--- config.mk ---
export PLATFORM = sky130hd
export DESIGN_NAME = gecko_reg_scoreboard
export DESIGN_NICKNAME = d
export VERILOG_FILES = /design/src/rtl/gecko_reg_scoreboard_pkg.sv /design/src/rtl/gecko_reg_status_table.sv /design/src/rtl/gecko_reg_scoreboard.sv
export SDC_FILE = /design/constraint.sdc
export NUM_CORES = 1
export LEC_CHECK = 0
export CELL_PAD_IN_SITES_DETAIL_PLACEMENT = 0
export CELL_PAD_IN_SITES_GLOBAL_PLACEMENT = 1
export CORE_MARGIN = 8
export CORE_UTILIZATION = 60
export DETAILED_ROUTE_END_ITERATION = 7
export DONT_BUFFER_PORTS = 1
export PLACE_DENSITY = 0.88
export SYNTH_ARGS = -nofsm -noshare
export SYNTH_HDL_FRONTEND = slang
export SYNTH_HIERARCHICAL = 1
export SYNTH_SLANG_ARGS = --single-unit
--- constraint.sdc ---
create_clock -name clk -period 16.8 [get_ports clk]
set_input_delay 2.52 -clock clk [delete_from_list [all_inputs] [get_ports clk]]
set_output_delay 2.52 -clock clk [all_outputs]
set_load 0.01 [all_outputs]
--- src/rtl/gecko_reg_scoreboard_pkg.sv ---
// Shared gecko scoreboard types: register-status tag, register address and FSM state.
package gecko_reg_scoreboard_pkg;

   localparam int unsigned GeckoStatusWidth = 2;
   localparam int unsigned RegAddrWidth     = 5;

   typedef logic [GeckoStatusWidth-1:0] gecko_reg_status_t;
   typedef logic [RegAddrWidth-1:0]     rv32_reg_addr_t;

   typedef enum logic {INIT, RUN} gecko_scoreboard_state_t;

endpackage

--- src/rtl/gecko_reg_status_table.sv ---
// Per-register wrap-around counter RAM: one clear port, one increment port, NUM_RD async reads.
module gecko_reg_status_table
   import gecko_reg_scoreboard_pkg::*;
#(
   parameter int unsigned STATUS_WIDTH = GeckoStatusWidth,
   parameter int unsigned NUM_REGS     = 32,
   parameter int unsigned NUM_RD       = 3
) (
   input  logic                                      clk,
   input  logic                                      clr_en_i,
   input  logic [RegAddrWidth-1:0]                   clr_addr_i,
   input  logic                                      inc_en_i,
   input  logic [RegAddrWidth-1:0]                   inc_addr_i,
   input  logic [NUM_RD-1:0][RegAddrWidth-1:0]       rd_addr_i,
   output logic [NUM_RD-1:0][STATUS_WIDTH-1:0]       rd_data_o
);

   logic [STATUS_WIDTH-1:0] mem_q [NUM_REGS];

   // Clear wins; the two sources are never active together outside reset sweep.
   always_ff @(posedge clk) begin
      if (clr_en_i) begin
         mem_q[clr_addr_i] <= '0;
      end else if (inc_en_i) begin
         mem_q[inc_addr_i] <= mem_q[inc_addr_i] + 1'b1;
      end
   end

   always_comb begin
      for (int i = 0; i < int'(NUM_RD); i++) begin
         rd_data_o[i] = mem_q[rd_addr_i[i]];
      end
   end

endmodule

--- src/rtl/gecko_reg_scoreboard.sv ---
// Issue-side register status tracker: tags issued writes per destination, retires them on
// writeback, flags pending sources, stalls on tag exhaustion and detects out-of-order retire.
module gecko_reg_scoreboard
   import gecko_reg_scoreboard_pkg::*;
#(
   parameter int unsigned STATUS_WIDTH = GeckoStatusWidth,
   parameter int unsigned NUM_REGS     = 32
) (
   input  logic                      clk,
   input  logic                      rst,
   output logic                      init_done_o,
   input  logic                      issue_valid_i,
   output logic                      issue_ready_o,
   input  logic [RegAddrWidth-1:0]   issue_addr_i,
   output logic [STATUS_WIDTH-1:0]   issue_status_o,
   input  logic                      wb_valid_i,
   output logic                      wb_ready_o,
   input  logic [RegAddrWidth-1:0]   wb_addr_i,
   input  logic [STATUS_WIDTH-1:0]   wb_status_i,
   input  logic [RegAddrWidth-1:0]   rs1_addr_i,
   input  logic [RegAddrWidth-1:0]   rs2_addr_i,
   output logic                      rs1_pending_o,
   output logic                      rs2_pending_o,
   output logic                      order_error_o
);

   gecko_scoreboard_state_t state_q;
   logic [RegAddrWidth-1:0] sweep_q;
   logic                    init_done_q;
   logic                    order_error_q;

   logic                                  run;
   logic [2:0][RegAddrWidth-1:0]          front_rd_addr;
   logic [2:0][STATUS_WIDTH-1:0]          front_rd;
   logic [3:0][RegAddrWidth-1:0]          back_rd_addr;
   logic [3:0][STATUS_WIDTH-1:0]          back_rd;
   logic [STATUS_WIDTH-1:0]               front_next;
   logic                                  issue_x0, issue_full, issue_fire, wb_fire;

   assign run           = (state_q == RUN);
   assign front_rd_addr = {rs2_addr_i, rs1_addr_i, issue_addr_i};
   assign back_rd_addr  = {rs2_addr_i, rs1_addr_i, wb_addr_i, issue_addr_i};

   gecko_reg_status_table #(
      .STATUS_WIDTH (STATUS_WIDTH),
      .NUM_REGS     (NUM_REGS),
      .NUM_RD       (3)
   ) u_front (
      .clk        (clk),
      .clr_en_i   (!run),
      .clr_addr_i (sweep_q),
      .inc_en_i   (issue_fire),
      .inc_addr_i (issue_addr_i),
      .rd_addr_i  (front_rd_addr),
      .rd_data_o  (front_rd)
   );

   gecko_reg_status_table #(
      .STATUS_WIDTH (STATUS_WIDTH),
      .NUM_REGS     (NUM_REGS),
      .NUM_RD       (4)
   ) u_back (
      .clk        (clk),
      .clr_en_i   (!run),
      .clr_addr_i (sweep_q),
      .inc_en_i   (wb_fire),
      .inc_addr_i (wb_addr_i),
      .rd_addr_i  (back_rd_addr),
      .rd_data_o  (back_rd)
   );

   // Full when one more issue would make front catch up with back (all tags in flight).
   always_comb begin
      issue_x0       = (issue_addr_i == '0);
      front_next     = front_rd[0] + 1'b1;
      issue_full     = (front_next == back_rd[0]);
      issue_ready_o  = run && (issue_x0 || !issue_full);
      issue_status_o = issue_x0 ? '0 : front_rd[0];
      issue_fire     = issue_valid_i && issue_ready_o && !issue_x0;
      wb_fire        = wb_valid_i && run && (wb_addr_i != '0);
      wb_ready_o     = run;
      rs1_pending_o  = run && (rs1_addr_i != '0) && (front_rd[1] != back_rd[2]);
      rs2_pending_o  = run && (rs2_addr_i != '0) && (front_rd[2] != back_rd[3]);
   end

   always_ff @(posedge clk) begin
      if (rst) begin
         state_q       <= INIT;
         sweep_q       <= '0;
         init_done_q   <= 1'b0;
         order_error_q <= 1'b0;
      end else begin
         unique case (state_q)
            INIT: begin
               sweep_q <= sweep_q + 1'b1;
               if (sweep_q == RegAddrWidth'(NUM_REGS - 1)) begin
                  state_q     <= RUN;
                  init_done_q <= 1'b1;
               end
            end
            RUN: begin
               if (wb_fire && (wb_status_i != back_rd[1])) begin
                  order_error_q <= 1'b1;
               end
            end
            default: state_q <= INIT;
         endcase
      end
   end

   assign init_done_o   = init_done_q;
   assign order_error_o = order_error_q;

endmodule

==> impl_metrics.csv, run 1 <==
group,metric,value,unit
outcome,status,"finished clean",
clock_network,worstSkewPairLatency,0.42,ns
clock_network,cts_max_path_buffers,2,
global_route,grt_pass1_wl,39.4,mm
timing,clock_skew,0.00642,ns
drt,drcViolationCount,0,
layout,n_fill_cell,1172,
layout,final_core_util,0.637,
setup_path,cp.arrival,4.64,ns
clock_network,root_buffer,"clkbuf_16",
yosys,ys.flop_type,"edfxtp_1",
drt,drt_iter0_drc,962,
placement,place_inst,815,
pwr,power.leakage,3.80,nW
yosys,ys_seq_area_frac,0.406,
placement,portBuffers,0,
die,core,0.0163,sq mm
layout,diodes,0,
global_route,antenna_found_initial,1,
drt,routed_via_density,7.81,
yosys,yosys.cell_types.count,52,
timing,finalHoldViolCount,0,
timing,fin_crit,7.16,ns
drt,routedWlPerCell,30.2,microns
clock_network,clk_pin_slew,0.06,ns
clock_network,htreeDepth,4,
die,die_height,144,microns
clock_network,tritoncts,"built",
yosys,syn-cell-area,0.00986,sq mm
global_route,grt_overflow_total,0,
die,dieArea,0.0208,sq mm
drt,dr.pass1.iters,7,
global_route,grt_max_degree,63,
yosys,ys.warnings.count,6,
setup_path,endpoint_kind,"output pin",
yosys,avgSynthCellArea,15.4,sq um
setup_path,regToRegStartpoint,"u_back/mem_q[16][1]",
global_route,grt_use_total,0.261,
setup_path,cp-start-kind,"input pin",
placement,dp_hpwl,17.8,mm
drt,drt-total-wl,25.6,mm
setup_path,worstSetupPathType,"input pin to output pin",
clock_network,cts_made_buffers,17,
timing,tightest_slew,1.13,ns
setup_path,crit_path_max_fanout,45,
yosys,synth-edff-count,128,
yosys,synth-seq-cells,136,
yosys,netlist_instances,639,
flow_run,maxCapViolCount,0,
clock_network,cts.sinks,136,
layout,layout_commonest_cell,"edfxtp_1",
die,initial_core_util,0.603,
layout,area_delta_synth_final,5.64,%
clock_network,post_cts_buffers,0,
die,ios,34,
layout,layout-drive-gt1-share,0.287,
drt,routed-via-count,6614,
placement,gp_congestion,0.931,
layout,final_cell_mix,"edfxtp_1, mux4_2, nor2_1",
hold_path,hold_class,"flop to flop",
timing,drv_slew,0,
yosys,synth_nets,667,
timing,setup_viol,0,
die,fp-row-count,47,
pwr,p_per_area,77.2,mW/mm^2
pwr,ir_drop,0.000111,V
setup_path,cp-startpoint,"issue_addr_i[0]",
layout,nets,642,
layout,finalNonFillerCells,847,
timing,max_freq,140,MHz
timing,grt_setup_unrepaired,"no",
drt,route.antenna.remaining_nets,0,
global_route,grt_pass1_vias,6437,
hold_path,hp-start,"order_error_o",
yosys,synth-async-reset-ratio,0,
setup_path,worstPathRequired,14.28,ns
clock_network,cts_resized,0,
die,die_x,144,microns
clock_network,cts_hold_buffers,0,
timing,setup_tns,0,ns
timing,maxSlewHeadroom,0.241,
timing,fin_crit_sh,0.426,
[sequential cells by signal, summed over array words and instances (netlist names)]
signal and cells:
init_done_o 1, order_error_o 1, sweep_q 5, u_back/mem_q 64, u_front/mem_q 64, wb_ready_o 1
[critical path, cell delays in order]
cell     delay [ns]
mux4_1         0.55
mux4_2         0.50
mux2_2         0.30
xnor2_1        0.18
mux2i_1        0.36
o21a_1         0.22
[metal layers]
layer	routed length [microns]	GRT usage	vias up
met4	750	0.0986	2
li1	-	-	2677
met1	9490	0.343	3369
met3	2960	0.0697	69
met2	12400	0.412	497
met5	13	0	-
[final timing paths]
path                            slack [ns]             endpoint  depth (start not counted)
worst max-delay path                  9.64        issue_ready_o                          6
worst min-delay path                  0.57        order_error_o                          1
worst max register to register       12.05  u_front/mem_q[8][1]                         10
worst min register to register        0.57        order_error_o                          1
[Yosys cell counts, types with 8 or more instances]
master    instances  area (sq um)
mux4_2          117          2640
nand2_1          37           139
a21oi_1          11          55.1
dfxtp_1           8           160
nand3_1           8          40.0
edfxtp_1        128          3840
mux4_1           36           946
mux2_2           25           282
buf_6             8          90.1
nor2b_1          12          75.1
clkbuf_1         20          75.1
mux2i_1          35           350
nor2_1           80           300
[area by class of cell]
type	instances	area (sq um)	share of cell area
clock buffers	17	425	0.0409
clock inverters	15	153	0.0147
inverters	7	26.3	0.00252
multi-input cells	450	5510	0.530
flip-flops and latches	136	4000	0.385
well taps	220	275	0.0264
repair buffers	2	15.0	0.00144
[where the power goes]
group / switching, mW / total [mW] / leakage, nW / internal, mW
clock network: 0.144 / 0.362 / 0.271 / 0.218
registers: 0.00586 / 0.376 / 1.47 / 0.370
logic: 0.0254 / 0.0670 / 2.05 / 0.0416
total: 0.175 / 0.804 / 3.80 / 0.629
[through the flow]
stage	setup slack, ns	cell area (sq um)	hold WS, ns	power (mW)
finish	9.64	10400	0.565	0.804
global route	9.55	10400	0.600	0.826
global placement	9.67	9830	0.539	0.447
detailed placement	9.65	9830	0.551	0.448
floorplan	9.50	9860	0.503	0.453
CTS	9.65	10400	0.575	0.808
[cell families after synthesis]
group | Yosys count | share of synthesized area
and+or+nand+nor | 169 | 0.0807
muxes | 213 | 0.427
DFF | 136 | 0.406
buffers and inverters | 53 | 0.0349
adders and majority gates | 2 | 0.00254
AOI/OAI and AO/OA | 56 | 0.0394
xor gates and xnor gates | 10 | 0.00889
No activity file was read; power rests on OpenSTA's default activity.
==> run 2, diff against run 1 <==
--- a/config.mk
+++ b/config.mk
@@ -8,10 +8,10 @@
 export CELL_PAD_IN_SITES_DETAIL_PLACEMENT = 0
 export CELL_PAD_IN_SITES_GLOBAL_PLACEMENT = 1
 export CORE_MARGIN = 8
-export CORE_UTILIZATION = 60
+export CORE_UTILIZATION = 56
 export DETAILED_ROUTE_END_ITERATION = 7
 export DONT_BUFFER_PORTS = 1
-export PLACE_DENSITY = 0.88
+export PLACE_DENSITY = 0.83
 export SYNTH_ARGS = -nofsm -noshare
 export SYNTH_HDL_FRONTEND = slang
 export SYNTH_HIERARCHICAL = 1
==> constraint.sdc (replaced) <==
create_clock -name clk -period 7.35 [get_ports clk]
set_input_delay 1.1025 -clock clk [delete_from_list [all_inputs] [get_ports clk]]
set_output_delay 1.1025 -clock clk [all_outputs]
set_load 0.01 [all_outputs]
==> impl_metrics.csv, run 2 (synthesis gave the netlist of run 1 again) <==
group,metric,value,unit
outcome,status,"finished clean",
layout,layout_commonest_cell,"edfxtp_1",
drt,dr.pass1.iters,5,
placement,pre_cts_ws,2.13,ns
timing,drv_slew,0,
drt,m1WireLength,10.1,mm
timing,maxSlewHeadroom,0.225,
setup_path,reg2reg_slack,2.76,ns
clock_network,post_cts_buffers,0,
setup_path,crit_path_max_fanout,45,
drt,route.antenna.remaining_nets,0,
setup_path,slowest_stage,"o31ai_2",
layout,final_core_util,0.603,
clock_network,htreeDepth,4,
drt,wl_met2,12.8,mm
layout,nets,641,
clock_network,cts_resized,0,
setup_path,crit_family,"multiplexers",
flow_run,maxCapViolCount,0,
timing,finalHoldViolCount,0,
global_route,antenna_found_initial,1,
die,ios,34,
timing,grt_setup_unrepaired,"no",
drt,top_layer,"met5",
placement,dp_hpwl,18.2,mm
global_route,grt_pass1_wl,40.6,mm
timing,clock_skew,0.00815,ns
drt,drcViolationCount,0,
timing,tightest_slew,1.16,ns
drt,drt-total-wl,26.1,mm
setup_path,slowest_delay,0.88,ns
timing,whs,0.562,ns
global_route,grt_overflow_total,0,
drt,routed_via_density,7.77,
setup_path,reg2reg_depth,10,
timing,setup_slack,2.48,ns
drt,routedWlPerCell,30.7,microns
global_route,grt_max_degree,63,
die,dieArea,0.0221,sq mm
hold_path,hold_class,"flop to flop",
pwr,p_per_area,174,mW/mm^2
pwr,power.leakage,3.78,nW
clock_network,cts.sinks,136,
setup_path,worst-path-buf-inv,1,
global_route,grt_use_total,0.247,
clock_network,worstSkewPairLatency,0.42,ns
layout,final_cell_mix,"edfxtp_1, mux4_2, nor2_1",
layout,n_fill_cell,1258,
setup_path,cp-start-kind,"input pin",
pwr,ir_drop,0.000162,V
die,fp-row-count,48,
layout,finalNonFillerCells,851,
drt,route.met3.wl,2.74,mm
timing,fin_crit,4.87,ns
drt,routed-via-count,6614,
die,core,0.0172,sq mm
die,die_x,149,microns
timing,max_freq,205,MHz
placement,place_inst,819,
clock_network,cts_max_path_buffers,2,
hold_path,min_path_cells,2,
layout,layout-drive-gt1-share,0.283,
clock_network,cts_hold_buffers,0,
layout,diodes,0,
timing,setup_tns,0,ns
layout,top_regs,"u_back/mem_q: 64 flops, u_front/mem_q: 64 flops, sweep_q: 5 flops",
clock_network,cts_made_buffers,17,
clock_network,tritoncts,"built",
placement,gp_congestion,0.873,
setup_path,cp.arrival,5.12,ns
timing,fin_crit_sh,0.662,
setup_path,worstSetupPathDepth,10,
setup_path,worstPathCellList,"mux4_1 > mux4_2 > mux2_2 > xnor2_1 > mux2i_1 > and4b_1 > nand2b_1 > or3_1 > o31ai_2 > buf_4",
layout,area_delta_synth_final,5.38,%
setup_path,worstPathRequired,7.60,ns
die,die_height,149,microns
clock_network,root_buffer,"clkbuf_16",
drt,drt_iter0_drc,862,
setup_path,worstSetupPathType,"input pin to flop",
timing,setup_viol,0,
clock_network,clk_pin_slew,0.06,ns
placement,portBuffers,0,
global_route,grt_pass1_vias,6517,
die,initial_core_util,0.572,
setup_path,endpoint_kind,"flop",
run 2: changes by cell type in the layout (fill, tap and decap cells not counted):
cell	previous run	this run
clkinv_2	4	2
buf_4	2	1
bufinv_16	2	1
clkbuf_1	0	1
clkinv_1	0	1
inv_6	2	3
run 2: worst paths after layout:
| kind | startpoint | endpoint |
|---|---|---|
| worst min-delay path | init_done_o | init_done_o |
| worst max register to register | u_front/mem_q[25][1] | u_front/mem_q[14][1] |
| worst max-delay path | issue_addr_i[0] | u_front/mem_q[14][1] |
| worst min register to register | init_done_o | init_done_o |
run 2: per-layer routing:
layer  vias up  global-route usage
met4         2              0.0852
li1       2676                   -
met1      3436               0.326
met2       462               0.387
met3        38              0.0699
met5         -                   0
run 2: power breakdown:
part	switching, mW	total [mW]	internal, mW
Sequential	0.0127	0.858	0.845
Clock	0.334	0.800	0.465
Combinational	0.0588	0.154	0.0950
run 2: tightest hold or removal path: cells and delay by family (launching register included):
family,cells,cell delay (ns)
flops,1,0.39
simple gates,1,0.08
compound gates,1,0.06
run 2: final cells by class:
type / count / area [sq um] / share of cell area
multi-input cells: 450 / 5510 / 0.531
flip-flops and latches: 136 / 4000 / 0.385
clock buffers: 18 / 429 / 0.0413
well taps: 225 / 282 / 0.0271
clock inverters: 14 / 125 / 0.0120
inverters: 7 / 26.3 / 0.00253
repair buffers: 1 / 7.51 / 0.000723
run 2: stage by stage:
step                      power, mW  area (sq um)
after floorplan                1.03          9860
after global placement         1.02          9830
after detailed placement       1.03          9830
after CTS                      1.82         10400
after global routing           1.86         10400
final                          1.81         10400
==> run 3, diff against run 2 <==
--- a/config.mk
+++ b/config.mk
@@ -8,10 +8,10 @@
 export CELL_PAD_IN_SITES_DETAIL_PLACEMENT = 0
 export CELL_PAD_IN_SITES_GLOBAL_PLACEMENT = 1
 export CORE_MARGIN = 8
-export CORE_UTILIZATION = 56
+export CORE_UTILIZATION = 50
 export DETAILED_ROUTE_END_ITERATION = 7
 export DONT_BUFFER_PORTS = 1
-export PLACE_DENSITY = 0.83
+export PLACE_DENSITY = 0.78
 export SYNTH_ARGS = -nofsm -noshare
 export SYNTH_HDL_FRONTEND = slang
 export SYNTH_HIERARCHICAL = 1
==> constraint.sdc (replaced) <==
create_clock -name clk -period 4 [get_ports clk]
set_input_delay 0.6 -clock clk [delete_from_list [all_inputs] [get_ports clk]]
set_output_delay 0.6 -clock clk [all_outputs]
set_load 0.01 [all_outputs]
==> impl_metrics.csv, run 3 (synthesis gave the netlist of run 1 again) <==
group,metric,value,unit
outcome,status,"finished clean",
setup_path,worstSetupPathType,"flop to flop",
drt,routed_via_density,7.38,
setup_path,worst-path-buf-inv,1,
pwr,total_power,3.41,mW
setup_path,reg2reg_slack,0.13,ns
global_route,grt_pass1_wl,40.8,mm
die,core,0.0194,sq mm
timing,maxSlewHeadroom,0.254,
layout,finalNonFillerCells,912,
timing,setup_tns,0,ns
setup_path,worstPathRequired,4.13,ns
hold_path,hold_class,"input pin to flop",
global_route,grt_use_total,0.226,
layout,diodes,0,
timing,fin_crit,3.87,ns
die,initial_core_util,0.508,
timing,max_freq,258,MHz
layout,ff_latch_area,0.00400,sq mm
placement,dp_hpwl,18.6,mm
die,dieArea,0.0245,sq mm
layout,finish.instance_area,0.0107,sq mm
layout,multi_input_area,0.00555,sq mm
layout,layout_commonest_cell,"edfxtp_1",
die,fp-row-count,51,
drt,routed-via-count,6729,
global_route,grt_pass1_vias,6373,
clock_network,cts.sinks,136,
placement,postPlaceCellArea,0.0100,sq mm
clock_network,worstSkewPairLatency,0.43,ns
timing,clock_skew,0.00909,ns
setup_path,worstPathCellList,"mux4_2 > mux4_2 > mux2_4 > xnor2_2 > mux2i_2 > and4b_2 > nand2b_1 > or3_1 > o31ai_1 > nand2_1 > buf_4 > nor2_2",
die,ios,34,
drt,drt-total-wl,26.9,mm
setup_path,cp.arrival,4.01,ns
pwr,ir_drop,0.000302,V
clock_network,htreeDepth,4,
clock_network,cts_made_buffers,17,
clock_network,cts_hold_buffers,0,
layout,layout-drive-gt1-share,0.328,
setup_path,slowest_stage,"mux4_2",
layout,n_fill_cell,1562,
clock_network,root_buffer,"clkbuf_16",
drt,route.antenna.remaining_nets,0,
clock_network,clk_pin_slew,0.06,ns
drt,routedWlPerCell,29.5,microns
die,die_x,156,microns
timing,finalHoldViolCount,0,
global_route,antenna_found_initial,2,
placement,portBuffers,0,
clock_network,tritoncts,"built",
drt,dr.pass1.iters,5,
global_route,grt_max_degree,63,
setup_path,path_common_cell,"mux4_2",
clock_network,cts_max_path_buffers,2,
drt,drcViolationCount,0,
pwr,power.leakage,3.89,nW
timing,fin_crit_sh,0.968,
placement,place_inst,875,
setup_path,slowest_delay,0.52,ns
setup_path,crit_path_max_fanout,6,
layout,area_delta_synth_final,8.19,%
layout,nets,662,
die,die_height,156,microns
timing,whs,0.232,ns
placement,gp_congestion,0.910,
drt,drt_iter0_drc,902,
timing,tightest_slew,1.11,ns
setup_path,cp-start-kind,"flop",
timing,drv_slew,0,
layout,final_cell_mix,"edfxtp_1, mux4_2, nor2_1",
setup_path,crit_family,"multiplexers",
timing,grt_setup_unrepaired,"no",
setup_path,endpoint_kind,"flop",
pwr,p_per_area,320,mW/mm^2
layout,top_regs,"u_back/mem_q: 64 flops, u_front/mem_q: 64 flops, sweep_q: 5 flops",
flow_run,maxCapViolCount,0,
timing,setup_viol,0,
global_route,grt_overflow_total,0,
==> run 3: changes by cell type in the layout (fill, tap and decap cells not counted), moves of 4 or more <==
cell	change
nor2_2	+5
mux4_1	-4
buf_4	+20
nor2_1	-5
mux4_2	+4
==> run 3: final timing paths <==
path,from,end,cells past startpoint
hold / removal,rst,init_done_o,1
setup / recovery,u_back/mem_q[15][1],u_front/mem_q[19][0],12
setup reg to reg,u_back/mem_q[15][1],u_front/mem_q[19][0],12
hold reg to reg,init_done_o,init_done_o,2
==> run 3: cell type report <==
type | count | area share
multi-input combinational | 450 | 0.520
sequential | 136 | 0.375
clock buffer | 18 | 0.0402
tap | 265 | 0.0311
timing repair buffer | 22 | 0.0167
clock inverter | 14 | 0.0141
inverter | 7 | 0.00246
==> run 3: timing repair <==
item / 4_1_cts / 5_1_grt
resized for setup: 0 / 7
setup endpoints to repair: 0 / 20
setup buffers: 0 / 5
==> run 3: stage by stage <==
stage	worst slack [ns]	utilization
2_1_floorplan	-0.164	-
3_3_place_gp	0.111	0.517
3_5_place_dp	0.0214	0.517
4_1_cts	0.124	0.547
5_1_grt	0.0237	0.550
6_report	0.128	0.550
==> run 3: power by group <==
part           internal (mW)  switching, mW  total [mW]
Clock                  0.920          0.613        1.53
Sequential              1.55         0.0227        1.58
Combinational          0.183          0.119       0.302
Total                   2.66          0.755        3.41
==> run 3: metal layers <==
metal | up-vias | part of all wire | GRT usage
li1 | 2716 | - | -
met1 | 3472 | 0.40 | 0.311
met2 | 488 | 0.47 | 0.345
met3 | 49 | 0.11 | 0.0574
met4 | 4 | 0.025 | 0.0746
met5 | - | 0.00085 | 0
